--- src/rtl/mem_stage_pkg.sv ---
// Shared types and constants for the MEM pipeline stage: FSM states, branch
// condition encodings, timeout limit and byte-enable helper.
package mem_stage_pkg;

    typedef enum logic [1:0] {
        StIdle = 2'd0,
        StWait = 2'd1,
        StDone = 2'd2
    } state_e;

    localparam logic [1:0] BEQ = 2'b00;
    localparam logic [1:0] BNE = 2'b01;
    localparam logic [1:0] BLT = 2'b10;
    localparam logic [1:0] BGE = 2'b11;

    localparam logic [3:0]  TIMEOUT_MAX = 4'd15;
    localparam logic [31:0] NOP         = 32'h00000013;

    function automatic logic [3:0] byte_enable(input logic as_byte, input logic [1:0] lane);
        return as_byte ? (4'b0001 << lane) : 4'b1111;
    endfunction

endpackage

--- src/rtl/mem_stage_load_extend.sv ---
// Load lane select plus sign/zero extension; word loads pass straight through.
module load_extend
    import mem_stage_pkg::*;
(
    input  logic [31:0] rdata_i,
    input  logic [1:0]  lane_i,
    input  logic        as_byte_i,
    input  logic        as_unsigned_i,
    output logic [31:0] data_o
);

    logic [7:0] lane_byte;

    always_comb begin
        lane_byte = rdata_i[7:0];
        unique case (lane_i)
            2'd0: lane_byte = rdata_i[7:0];
            2'd1: lane_byte = rdata_i[15:8];
            2'd2: lane_byte = rdata_i[23:16];
            2'd3: lane_byte = rdata_i[31:24];
            default: lane_byte = rdata_i[7:0];
        endcase

        if (!as_byte_i) begin
            data_o = rdata_i;
        end else if (as_unsigned_i) begin
            data_o = {24'h000000, lane_byte};
        end else begin
            data_o = {{24{lane_byte[7]}}, lane_byte};
        end
    end

endmodule

--- src/rtl/mem_stage.sv ---
// MEM pipeline stage: data-memory handshake FSM with timeout, load capture and
// extension, sticky error flags and branch resolution.
module mem_stage
    import mem_stage_pkg::*;
(
    input  logic        clk,
    input  logic        rst,
    input  logic        memRead,
    input  logic        memWrite,
    input  logic        asByte,
    input  logic        asUnsigned,
    input  logic [31:0] ALU_result,
    input  logic [31:0] read_data_2,
    input  logic        branch,
    input  logic        jump,
    input  logic        jump_return,
    input  logic        zero,
    input  logic        lt_zero,
    input  logic [1:0]  bType,
    input  logic [31:0] branch_destination,
    output logic        dmem_req,
    output logic        dmem_we,
    output logic [31:0] dmem_addr,
    output logic [31:0] dmem_wdata,
    output logic [3:0]  dmem_be,
    input  logic        dmem_ready,
    input  logic [31:0] dmem_rdata,
    output logic [31:0] read_data,
    output logic        stall,
    output logic        take_branch,
    output logic [31:0] target_pc,
    output logic        misaligned,
    output logic        timeout_err
);

    state_e      state_q, state_d;
    logic [3:0]  cnt_q, cnt_d;
    logic [31:0] load_q, load_d;
    logic        misaligned_q, misaligned_d;
    logic        timeout_q, timeout_d;

    logic        mem_op, misaligned_now, access, read_pending, cond;
    logic [31:0] load_ext;

    assign mem_op         = memRead | memWrite;
    assign misaligned_now = ~asByte & (ALU_result[1:0] != 2'b00);
    assign access         = mem_op & ~misaligned_now;
    assign read_pending   = memRead & ~memWrite;

    // Extension happens at capture: EX/MEM has moved on by the IDLE cycle after DONE.
    load_extend u_load_extend (
        .rdata_i       (dmem_rdata),
        .lane_i        (ALU_result[1:0]),
        .as_byte_i     (asByte),
        .as_unsigned_i (asUnsigned),
        .data_o        (load_ext)
    );

    always_comb begin
        state_d      = state_q;
        cnt_d        = cnt_q;
        load_d       = load_q;
        misaligned_d = misaligned_q;
        timeout_d    = timeout_q;
        dmem_req     = 1'b0;
        stall        = 1'b0;

        unique case (state_q)
            StIdle: begin
                cnt_d = 4'd0;
                if (access) begin
                    dmem_req = 1'b1;
                    stall    = 1'b1;
                end else if (mem_op) begin
                    misaligned_d = 1'b1;
                end
            end
            StWait: begin
                dmem_req = 1'b1;
                stall    = 1'b1;
            end
            StDone: begin
                state_d = StIdle;
                cnt_d   = 4'd0;
            end
            default: state_d = StIdle;
        endcase

        if (dmem_req) begin
            if (dmem_ready) begin
                state_d = StDone;
                if (read_pending) begin
                    load_d = load_ext;
                end
            end else if (cnt_q == TIMEOUT_MAX) begin
                state_d   = StDone;
                timeout_d = 1'b1;
                load_d    = 32'h0;
            end else begin
                state_d = StWait;
                cnt_d   = cnt_q + 4'd1;
            end
        end
    end

    always_ff @(posedge clk) begin
        if (rst) begin
            state_q      <= StIdle;
            cnt_q        <= 4'd0;
            load_q       <= 32'h0;
            misaligned_q <= 1'b0;
            timeout_q    <= 1'b0;
        end else begin
            state_q      <= state_d;
            cnt_q        <= cnt_d;
            load_q       <= load_d;
            misaligned_q <= misaligned_d;
            timeout_q    <= timeout_d;
        end
    end

    assign dmem_we    = dmem_req & memWrite;
    assign dmem_addr  = {ALU_result[31:2], 2'b00};
    assign dmem_be    = byte_enable(asByte, ALU_result[1:0]);
    assign dmem_wdata = asByte ? {4{read_data_2[7:0]}} : read_data_2;
    assign read_data  = load_q;
    assign misaligned  = misaligned_q;
    assign timeout_err = timeout_q;

    always_comb begin
        cond = 1'b0;
        unique case (bType)
            BEQ: cond = zero;
            BNE: cond = ~zero;
            BLT: cond = lt_zero;
            BGE: cond = ~lt_zero;
            default: cond = 1'b0;
        endcase
    end

    assign take_branch = (jump | jump_return | (branch & cond)) & ~stall;
    assign target_pc   = branch_destination;

endmodule
--- config.mk ---
export PLATFORM = sky130hd
export DESIGN_NAME = mem_stage
export DESIGN_NICKNAME = d
export VERILOG_FILES = /design/src/rtl/mem_stage_pkg.sv /design/src/rtl/mem_stage_load_extend.sv /design/src/rtl/mem_stage.sv
export SDC_FILE = /design/constraint.sdc
export NUM_CORES = 1
export LEC_CHECK = 0
export CORE_AREA = 2 2 110 112
export DETAILED_ROUTE_END_ITERATION = 6
export DIE_AREA = 0 0 112 114
export GPL_ROUTABILITY_DRIVEN = 0
export PLACE_DENSITY = 0.69
export SYNTH_ARGS = -nofsm -noshare
export SYNTH_HDL_FRONTEND = slang
export SYNTH_SLANG_ARGS = --single-unit
--- constraint.sdc ---
create_clock -name clk -period 2.55 [get_ports clk]
set_input_delay 0.6375 -clock clk [delete_from_list [all_inputs] [get_ports clk]]
set_output_delay 0.6375 -clock clk [all_outputs]
set_load 0.05 [all_outputs]
==> results.toml, run 1 <==
[clocking]
numClockSinks = 40
cts_hold_buf = 0
htree_levels = 2
cts-root-buf = "clkbuf_16"
ctsLongestPathBuffers = 2
path_clk_slew_ns = 0.06
cts_setup_buffers = 0
cts_buffers = 5
cts_tree = "built"
clk_latency_ns = 0.28

[logic_synthesis]
syn_area_um2 = 2830
synth_largest_area_cell = "dfxtp_1"
yosysSeqAreaShare_pct = 28.3
synth_seq_cells = 40
synthCells = 339
synth_area_per_cell_um2 = 8.35
yosysUniqueCellTypes = 43
synth_top_area_share_pct = 28.3
yosys-top-cells-area = "dfxtp_1 28%, buf_4 19%, o2bb2ai_2 11%"
synth_ff_type = "dfxtp_1"
synth-edff-count = 0
synth-async-reset-ratio_pct = 0
yosysWarningCount = 0

[floorplanning]
ios = 280
start_util_pct = 24.2
placementRows = 40
fp.dieH_um = 114
dieArea_um2 = 12800
core_area_um2 = 11700
fp.dieW_um = 112

[sta]
whs_ns = 0.472
rsz0062_at_grt = "no"
max_freq_mhz = 405
setup_viol = 0
hold_viol = 0
fin_crit_sh_pct = 96.7
skew_ns = 0.00477
tightest_slew_ns = 0.628
final_max_slew_viol_count = 0
maxSlewHeadroom_pct = 58.0
min_period_ns = 2.47
final.setup.worst_slack_ns = 0.0831

[pwr]
ir_drop_mv = 0.313
powerDensity_nw_per_um2 = 475
total_power_uw = 2220
p_leak_uw = 0.00188

[detailed_routing]
dr.pass1.iters = 4
vias = 2697
ant_nets = 0
via_per_inst = 4.67
routed_wl_mm = 11.2
drtIter0Drc = 99
drc = 0
wire_per_inst_um = 19.3

[finish]
finish.net_count = 572
drive_gt1_share_pct = 24.9
fillers = 1164
syn2layout_area_growth_pct = 65.5
multi_input_area_um2 = 1310
fin_area_um2 = 4680
seqCellArea_um2 = 801

[global_routing]
grt_pass1_wl_mm = 15.6
antenna_found_initial = 5
track_usage_pct = 15.9
grt_start_max_net_pins = 47
grt_overflow = 0
grt_pass1_vias = 2714

[setup_path]
worst_setup_path_end_kind = "primary output"
worstPathArrival_ns = 1.83
cp.required_ns = 1.91
start_kind = "primary input"
worstPathMaxFanout = 3
critical_path_class = "primary input to primary output"

[placed_design]
io_buffer_count = 153
dp_hpwl_mm = 9.36
dp_slack_ns = -0.153
place_area_um2 = 4490

[run]
cap_violations = 0

[status]
status = "completed"

[worst_hold_path]
hold_path.class = "register to register"
## synth_stat cells, drive strengths merged (7+ instances only)
cell type,number
clkbuf,11
inv,27
a22o,7
nor2,33
o2bb2ai,25
dfxtp,40
o21a,8
buf,81
o22ai,9
o21ai,26
mux2,7
nand2,22
## power by group
group          internal (uW)  leakage [uW]  switching, uW  total [uW]
Combinational            394       0.00148            446         840
Sequential               645      0.000324           18.2         663
Clock                    460     0.0000798            261         721
## final timing paths
check,startpoint,slack (ns),to,cells past startpoint
max,memRead,0.08,take_branch,6
min reg2reg,read_data[11],0.47,read_data[11],1
max reg2reg,cnt_q[0],0.58,read_data[10],6
min,read_data[11],0.47,read_data[11],1
## final cells by class
cell class,count,share of cell area [%]
diodes,1,0.0535
clock buffers,5,2.67
clock inverters,3,0.909
inverters,29,2.33
multi-input cells,179,28.1
flip-flops and latches,40,17.1
well taps,147,3.93
repair buffers,174,44.9
## cell families after synthesis
logic type	after synthesis	synth area share (%)
flops	40	28.3
simple gates	72	11.1
buf+inv	121	26.8
compound gates	92	28.8
other cells	1	0.133
fa+ha+maj	1	0.442
mux	10	3.85
xor+xnor	2	0.619
## critical path, stage by stage
cell,delay [ns]
clkdlybuf4s50_1,0.54
nor3_4,0.07
a211oi_4,0.22
buf_6,0.16
nor2_2,0.04
buf_6,0.15
## per-layer routing
| metal | share of wire [%] | vias to the layer above | GRT usage, % |
|---|---|---|---|
| met2 | 53 | 140 | 29.6 |
| met5 | 0.46 | - | 0 |
| li1 | - | 1257 | - |
| met3 | 8.8 | 33 | 6.32 |
| met1 | 35 | 1259 | 16.0 |
| met4 | 2.8 | 8 | 5.85 |
## per-stage QoR
stage | util [%] | TNS (ns) | instances
floorplan | - | -3.48 | 340
global placement | 38.3 | -0.347 | 569
detailed placement | 38.3 | -2.36 | 569
CTS | 39.8 | 0 | 577
global route | 40.0 | 0 | 578
finish | 40.0 | 0 | 578
## registers in the layout, indices dropped and copies added, names as in the netlist
signal       count
cnt_q            4
misaligned       1
read_data       32
state_q          2
timeout_err      1
## repair_timing
item | 4_1_cts | 5_1_grt
hold endpoints to repair | 0 | 0
endpoints found under the setup margin | 4 | 1
pin swaps | 1 | 4
gates resized for setup | 6 | 3
## layout by cell type, fill, tap and decap left out, types with 5 or more instances in the layout
cell type / count
a21oi_1: 5
a22o_1: 7
buf_12: 41
buf_4: 18
clkbuf_16: 5
clkdlybuf4s50_1: 108
dfxtp_1: 40
inv_1: 27
mux2_2: 7
nand2_1: 22
nand3_1: 6
nor2_1: 32
o21a_1: 8
o21ai_0: 22
o22ai_1: 9
o2bb2ai_1: 5
o2bb2ai_2: 20
No activity file was read; power rests on OpenSTA's default activity.
==> inputs of run 2 (changes only) <==
GPL_TIMING_DRIVEN = 0   (was not set)
RECOVER_POWER = 100   (was not set)
==> run 2 against run 1 <==
Net effect: non-clock buffer count is 132 higher; fmax fell by 0.94%; via count rose by 17%; critical path depth unchanged; worst hold slack got worse by 0.0090 ns; critical path type unchanged.
==> results.toml, run 2 (synthesis gave the netlist of run 1 again) <==
[status]
status = "completed"

[placed_design]
placed_cells = 699
dp_hpwl_mm = 10.2
io_buffer_count = 212

[finish]
final_common_cell = "dlygate4sd3_1"
finish.net_count = 704
drive_gt1_share_pct = 29.0
seqCellArea_um2 = 801
multi_input_area_um2 = 1300
syn2layout_area_growth_pct = 87.0
largest_register_ffs = 32
antenna_cells = 0
layout_common_cells = "97 x dlygate4sd3_1, 77 x buf_4, 71 x clkdlybuf4s50_1, 40 x dfxtp_1, 31 x nor2_1"
fillers = 1123
fin_cells = 709

[sta]
tns_ns = 0
fin_crit_sh_pct = 97.7
min_period_ns = 2.49
max_freq_mhz = 402
maxSlewHeadroom_pct = 52.2
tightest_slew_ns = 0.717
skew_ns = 0.0105
rsz0062_at_grt = "yes"
final_max_slew_viol_count = 0
hold_viol = 0
setup_viol = 0

[pwr]
p_switching_uw = 926
ir_drop_mv = 0.243
powerDensity_nw_per_um2 = 457
internal-power_uw = 1490
power_frac_comb_pct = 42.6
p_seq_share_pct = 27.2
p_sw_share_pct = 38.3
pwr-share-clk_pct = 30.2
p_leak_uw = 0.00238

[setup_path]
rrSetupSlack_ns = 0.30
start_kind = "primary input"
worstPathArrival_ns = 1.85
setup.worst_path.start = "ALU_result[0]"
critical_path_class = "primary input to primary output"
cp.required_ns = 1.91
worstReg2RegStart = "state_q[0]"
rr_endpoint = "read_data[5]"
worst_setup_path_end_kind = "primary output"
worstPathMaxFanout = 10
reg2reg_depth = 7
endpoint = "dmem_be[0]"

[clocking]
cts_buffers = 5
clk_latency_ns = 0.29
cts-root-buf = "clkbuf_16"
ctsLongestPathBuffers = 2
numClockSinks = 40
path_clk_slew_ns = 0.06
htree_levels = 2
cts_tree = "built"
cts_hold_buf = 0

[global_routing]
grt_pass1_vias = 3028
antenna_found_initial = 0
grt_pass1_wl_mm = 17.3
track_usage_pct = 17.4
grt_start_max_net_pins = 14
grt_overflow = 0

[floorplanning]
ios = 280
fp.dieW_um = 112
fp.dieH_um = 114
placementRows = 40
dieArea_um2 = 12800
start_util_pct = 24.2
core_area_um2 = 11700

[run]
cap_violations = 0

[detailed_routing]
drtIter0Drc = 126
wire_per_inst_um = 17.2
ant_nets = 0
vias = 3147
drc = 0
dr.pass1.iters = 5
via_per_inst = 4.44
routed_wl_mm = 12.2

[worst_hold_path]
hold_path.class = "register to register"
[run 2: worst min-delay path by stage]
stage                       start       endpoint  slack [ns]  depth (start not counted)
floorplan                cnt_q[1]       cnt_q[1]        0.49                          2
CTS                   timeout_err    timeout_err        0.47                          2
finish                timeout_err    timeout_err        0.46                          2
detailed placement  read_data[31]  read_data[31]        0.45                          1
global placement    read_data[11]  read_data[11]        0.45                          1
global route        read_data[27]  read_data[27]        0.48                          1
[run 2: power by group through the flow]
stage	registers, uW	logic [uW]	clock network, uW
after detailed placement	672	1080	0
final	658	1030	730
after global routing	661	1080	753
after global placement	672	1070	0
after floorplan	728	614	0
after CTS	659	1060	733
[run 2: area by class of cell]
| type | count | area share (%) |
|---|---|---|
| inverter | 29 | 2.06 |
| clock inverter | 3 | 0.804 |
| clock buffer | 5 | 2.36 |
| timing repair buffer | 215 | 39.2 |
| buffer | 91 | 12.4 |
| sequential | 40 | 15.1 |
| multi-input combinational | 179 | 24.6 |
| tap | 147 | 3.48 |
[run 2: timing repair]
item | CTS | global route
endpoints found under the setup margin | 60 | 13
pin swaps | 2 | 4
setup buffers | 3 | 0
resized for setup | 177 | 11
hold endpoints to repair | 0 | 0
[run 2: per-stage QoR]
| stage | hold slack (ns) | setup WS (ns) | util (%) | instance area (um^2) | total power (uW) |
|---|---|---|---|---|---|
| after floorplan | 0.493 | -0.157 | - | 2850 | 1340 |
| final | 0.463 | 0.0596 | 45.2 | 5290 | 2420 |
| after global routing | 0.480 | -0.00963 | 45.2 | 5290 | 2490 |
| after global placement | 0.447 | -1.04 | 44.0 | 5150 | 1740 |
| after CTS | 0.473 | 0.00311 | 45.1 | 5280 | 2460 |
| after detailed placement | 0.455 | -0.996 | 44.0 | 5150 | 1750 |
[run 2: worst max-delay path: stages]
cell and delay, ns:
buf_6 0.12, clkbuf_2 0.21, nor2_1 0.21, nor2_4 0.09, inv_1 0.06, dlygate4sd2_1 0.52
[run 2: per-layer routing]
layer / vias up / share of wire [%] / track usage, %
li1: 1525 / - / -
met1: 1457 / 38 / 20.4
met2: 155 / 54 / 33.1
met3: 10 / 6.7 / 3.35
met4: 0 / 0.96 / 3.33
met5: - / 0 / 0
